$ cat src/rtl/riscv_pkg.sv
// Shared fetch-unit definitions.
//   fetch_state_t    : instruction-fetch FSM state encoding
//   NOP_INSTR        : canonical RISC-V NOP (addi x0, x0, 0), shown after reset
//   DEFAULT_RESET_PC : default address of the first fetch after reset
package riscv_pkg;

  typedef enum logic [2:0] {
    S_RESET,
    S_REQ,
    S_WAIT,
    S_HOLD,
    S_ERR
  } fetch_state_t;

  localparam logic [31:0] NOP_INSTR        = 32'h0000_0013;
  localparam logic [31:0] DEFAULT_RESET_PC = 32'h0000_0000;

endpackage

$ cat src/rtl/instr_fetch.sv
// Single-outstanding instruction fetch unit.
// Issues one word request at a time to instruction memory, registers the
// returned word with its PC and holds it until the decoder takes it.
// Taken branches/jumps redirect the PC; an in-flight response is killed.
// A misaligned redirect target locks the unit in S_ERR until reset.
//
// Ports:
//   clk, reset        : clock, asynchronous active-high reset
//   imem_req/addr     : memory request strobe and word address
//   imem_rvalid/rdata : memory response
//   Instr_rdata       : registered instruction for the decoder
//   instr_pc          : PC of Instr_rdata
//   instr_valid       : Instr_rdata/instr_pc hold a live instruction
//   instr_ready       : decoder consumes the instruction
//   redirect_en/pc    : branch/jump redirect request and target
//   fetch_misaligned  : sticky misaligned-redirect flag
//
// state   | meaning
// --------+-----------------------------------------------------------
// S_RESET | one idle cycle after reset release
// S_REQ   | request driven at pc
// S_WAIT  | waiting for the response (dropped if kill is set)
// S_HOLD  | instruction valid, waiting for the decoder
// S_ERR   | misaligned redirect seen, frozen until reset
module instr_fetch
  import riscv_pkg::*;
#(
  parameter logic [31:0] RESET_PC = DEFAULT_RESET_PC
) (
  input  logic        clk,
  input  logic        reset,
  output logic        imem_req,
  output logic [31:0] imem_addr,
  input  logic        imem_rvalid,
  input  logic [31:0] imem_rdata,
  output logic [31:0] Instr_rdata,
  output logic [31:0] instr_pc,
  output logic        instr_valid,
  input  logic        instr_ready,
  input  logic        redirect_en,
  input  logic [31:0] redirect_pc,
  output logic        fetch_misaligned
);

  fetch_state_t state, state_next;
  logic [31:0]  pc, pc_next;
  logic         kill, kill_next;
  logic         load_instr;
  logic         misalign_set;
  logic         redirect_ok;
  logic         redirect_bad;

  assign redirect_ok  = redirect_en && (redirect_pc[1:0] == 2'b00);
  assign redirect_bad = redirect_en && (redirect_pc[1:0] != 2'b00);

  assign imem_req    = (state == S_REQ);
  assign imem_addr   = pc;
  assign instr_valid = (state == S_HOLD);

  always_ff @(posedge clk or posedge reset) begin
    if (reset) begin
      state            <= S_RESET;
      pc               <= RESET_PC;
      kill             <= 1'b0;
      Instr_rdata      <= NOP_INSTR;
      instr_pc         <= RESET_PC;
      fetch_misaligned <= 1'b0;
    end else begin
      state <= state_next;
      pc    <= pc_next;
      kill  <= kill_next;
      if (load_instr) begin
        Instr_rdata <= imem_rdata;
        instr_pc    <= pc;
      end
      if (misalign_set) begin
        fetch_misaligned <= 1'b1;
      end
    end
  end

  always_comb begin
    state_next   = state;
    pc_next      = pc;
    kill_next    = kill;
    load_instr   = 1'b0;
    misalign_set = 1'b0;

    // A bad redirect wins over everything else, but S_ERR ignores all inputs.
    if (state != S_ERR && redirect_bad) begin
      misalign_set = 1'b1;
      state_next   = S_ERR;
    end else begin
      case (state)
        S_RESET: begin
          state_next = S_REQ;
          if (redirect_ok) pc_next = redirect_pc;
        end
        S_REQ: begin
          state_next = S_WAIT;
          // Request is already on the bus, so its response must be dropped.
          if (redirect_ok) begin
            pc_next   = redirect_pc;
            kill_next = 1'b1;
          end
        end
        S_WAIT: begin
          if (redirect_ok) begin
            pc_next = redirect_pc;
            if (imem_rvalid) begin
              kill_next  = 1'b0;
              state_next = S_REQ;
            end else begin
              kill_next = 1'b1;
            end
          end else if (imem_rvalid) begin
            if (kill) begin
              kill_next  = 1'b0;
              state_next = S_REQ;
            end else begin
              load_instr = 1'b1;
              state_next = S_HOLD;
            end
          end
        end
        S_HOLD: begin
          if (redirect_ok) begin
            pc_next    = redirect_pc;
            state_next = S_REQ;
          end else if (instr_ready) begin
            pc_next    = pc + 32'd4;
            state_next = S_REQ;
          end
        end
        S_ERR: begin
          state_next = S_ERR;
        end
        default: begin
          state_next = S_RESET;
        end
      endcase
    end
  end

endmodule

$ cat config.mk
export PLATFORM = sky130hd
export DESIGN_NAME = instr_fetch
export DESIGN_NICKNAME = d
export VERILOG_FILES = /design/src/rtl/riscv_pkg.sv /design/src/rtl/instr_fetch.sv
export SDC_FILE = /design/constraint.sdc
export NUM_CORES = 1
export LEC_CHECK = 0
export ABC_CLOCK_PERIOD_IN_PS = 4250
export CAP_MARGIN = 20
export CORE_ASPECT_RATIO = 0.6
export CORE_MARGIN = 2
export CORE_UTILIZATION = 45
export CTS_CLUSTER_DIAMETER = 60
export CTS_CLUSTER_SIZE = 12
export DETAILED_ROUTE_END_ITERATION = 10
export GPL_TIMING_DRIVEN = 0
export HOLD_SLACK_MARGIN = 0.15
export PLACE_DENSITY = 0.77
export SLEW_MARGIN = 15
export SYNTH_ARGS = -nofsm -noshare
export SYNTH_HDL_FRONTEND = slang
export SYNTH_SLANG_ARGS = --single-unit
$ cat constraint.sdc
create_clock -name clk -period 4.25 [get_ports clk]
set_input_delay 0.425 -clock clk [delete_from_list [all_inputs] [get_ports clk]]
set_output_delay 0.425 -clock clk [all_outputs]
set_load 0.01 [all_outputs]
==> flow_summary.toml <==
[status]
outcome = "complete, no violations"

[sta]
setup_viol = 0
fin_crit_ns = 2.763
max_freq_mhz = 361.9
fin_crit_sh_pct = 65.02
fin_tns_setup_ns = 0
max_slew_margin_pct = 33.07
fin_skew_ns = 0.005079
worst_pin_slew_ns = 0.9948
hold_viol = 0
drv_slew = 0
rsz0062_at_grt = "false"

[global_routing]
grtUsageMet2_pct = 35.82
grt_max_degree = 70
top_usage_layer = "met1"
grt_pass1_vias = 4237
met3_usage_pct = 8.379
grt_use_total_pct = 25.10
grt.overflow.total = 0
grt_pass1_wl_um = 22050
antenna_found_initial = 0
gr-usage-met1_pct = 36.66

[clock_network]
cts_htree_levels = 3
cts_tree = "done"
cts_setup_buffers = 0
cts-hold-fix-buffers = 0
cts-root-buf = "clkbuf_16"
cts_buffers = 9
cts-resized-gates = 0
cts_sinks = 101
cts_max_path_buffers = 2
clkLatencyLatePin_ns = 0.34
clk_pin_slew_ns = 0.06

[die]
start_util_pct = 47.18
die_area_um2 = 11400
coreArea_um2 = 10050
top_level_ports = 168
dieWidth_um = 136.5
row_count = 28
die_y_um = 83.53

[worst_setup_path]
crit_path_end_kind = "output pin"
slowest_delay_ns = 0.58
crit_fanout = 10
cp.required_ns = 3.83
worstPathCellList = "clkbuf_1 > nand3b_1 > inv_1 > buf_2 > clkdlybuf4s50_1"
crit_type = "reg -> out"
crit_slowest_cell = "clkdlybuf4s50_1"
cp_top_family = "buffers and inverters"
cp.arrival_ns = 2.34
crit_buf_inv = 4
startpoint = "state[2]"
reg2reg_from = "state[2]"
critPathLaunchType = "flip-flop"

[synthesis]
synthCells = 416
synth-main-ff-cell = "dfrtp_1"
ys_types = 49
synth_seq_area_share_pct = 53.36
syn_avg_cell_area_um2 = 11.40
synth_edf_count = 0
async_flop_share_pct = 100.0
synth_nets = 486
yosys_warnings = 0
synth_area_um2 = 4743
ys_seq_elements = 101

[hold_path]
min_path_type = "in -> reg"
hp-start = "redirect_en"

[place]
dp_hpwl_um = 10460
io_buffer_count = 166
gp_congestion = 0.9250
place_inst = 718

[job]
maxCapViolations = 0

[finish]
final_cell_mix = "clkdlybuf4s50_1, dfrtp_1, mux2_2"
drive_gt1_share_pct = 16.72
final_cells = 733
layout_commonest_cell = "clkdlybuf4s50_1"
area_growth_pct = 44.92
n_antenna_cell = 0
final_nets = 664

[route]
postRouteAntennaNets = 0
drt_iter0_drc = 416
first_pass_iters = 7
vias = 4299
vias_per_cell = 5.865
wire_per_inst_um = 19.33
drt-total-wl_um = 14170
drc = 0

[pwr]
p_leak_nw = 2.928
max-vdd-ir-drop_v = 0.0004259
cellPowerDensity_nw_per_um2 = 436.9
final timing paths:
kind	to	depth (start not counted)	slack (ns)
max	instr_valid	5	1.49
min	state[2]	3	0.39
max reg2reg	instr_pc[8]	6	1.94
min reg2reg	fetch_misaligned	1	0.47
max in group asynchronous	Instr_rdata[1]	3	3.13
min in group asynchronous	imem_addr[24]	2	0.44
registers in the layout, indices dropped and copies added (netlist names):
name              flops
state                 3
kill                  1
fetch_misaligned      1
imem_addr            32
instr_pc             32
Instr_rdata          32
cells by family after synthesis:
kind of cell    after synthesis  share of synthesized area, %
compound gates               81                         12.35
mux                          66                         15.62
fa+ha+maj                     1                        0.2637
buf+inv                      33                         3.139
flops                       101                         53.36
simple gates                134                         15.27
layer usage:
layer	routed length, um	up-vias
li1	-	1930
met1	6421	2069
met2	5903	274
met3	1646	26
met4	195	0
met5	0	-
cell type report:
class	instances	area, um2
repair buffers	167	1689
multi-input cells	282	2063
flip-flops and latches	101	2531
well taps	135	168.9
clock buffers	11	242.7
clock inverters	4	25.02
fillers	753	3181
inverters	5	23.77
plain buffers	28	130.1
synthesized netlist by cell type (3+ instances only):
cell	count	area, um2
dfrtp_1	98	2452
mux2_2	64	720.7
nor2_1	25	93.84
nand3_1	21	105.1
a21oi_1	18	90.09
nand2_1	18	67.56
clkbuf_1	15	56.30
nand4_1	15	93.84
buf_2	11	55.05
nor3_1	11	55.05
a211oi_1	9	67.56
and3_1	8	50.05
and4_1	8	70.07
o21ai_0	8	40.04
a311oi_1	7	61.31
a2bb2oi_1	5	43.79
inv_1	5	18.77
nor3b_1	5	37.54
o22ai_1	5	31.28
a41oi_1	4	35.03
and2_1	4	25.02
nand2b_1	4	25.02
nor4_1	4	25.02
o32ai_1	4	35.03
or3_1	4	25.02
dfstp_2	3	78.83
o211ai_1	3	22.52
tightest hold or removal path, cell delays in order:
cell and delay, ns:
buf_4 0.13, nand2_1 0.08, nand2_1 0.06
power by group:
| group | switching (mW) | leakage (nW) | internal [mW] | total, mW |
|---|---|---|---|---|
| Clock | 0.342 | 0.127 | 0.408 | 0.750 |
| Sequential | 0.280 | 1.33 | 1.11 | 1.39 |
| Combinational | 0.385 | 1.47 | 0.475 | 0.860 |
| Total | 1.01 | 2.93 | 2.00 | 3.00 |
through the flow:
| stage | hold slack [ns] | worst slack (ns) | cell area (um2) | total power, mW | util, % |
|---|---|---|---|---|---|
| after floorplan | 0.5071 | 1.183 | 4743 | 1.715 | - |
| after global placement | 0.4545 | -0.3027 | 6574 | 2.222 | 65.38 |
| after detailed placement | 0.4581 | 1.462 | 6606 | 2.254 | 65.70 |
| after CTS | 0.3750 | 1.526 | 6874 | 3.012 | 68.37 |
| after global routing | 0.3911 | 1.383 | 6874 | 3.154 | 68.37 |
| final | 0.3927 | 1.487 | 6874 | 3.003 | 68.37 |
(Power assumes the default switching activity.)
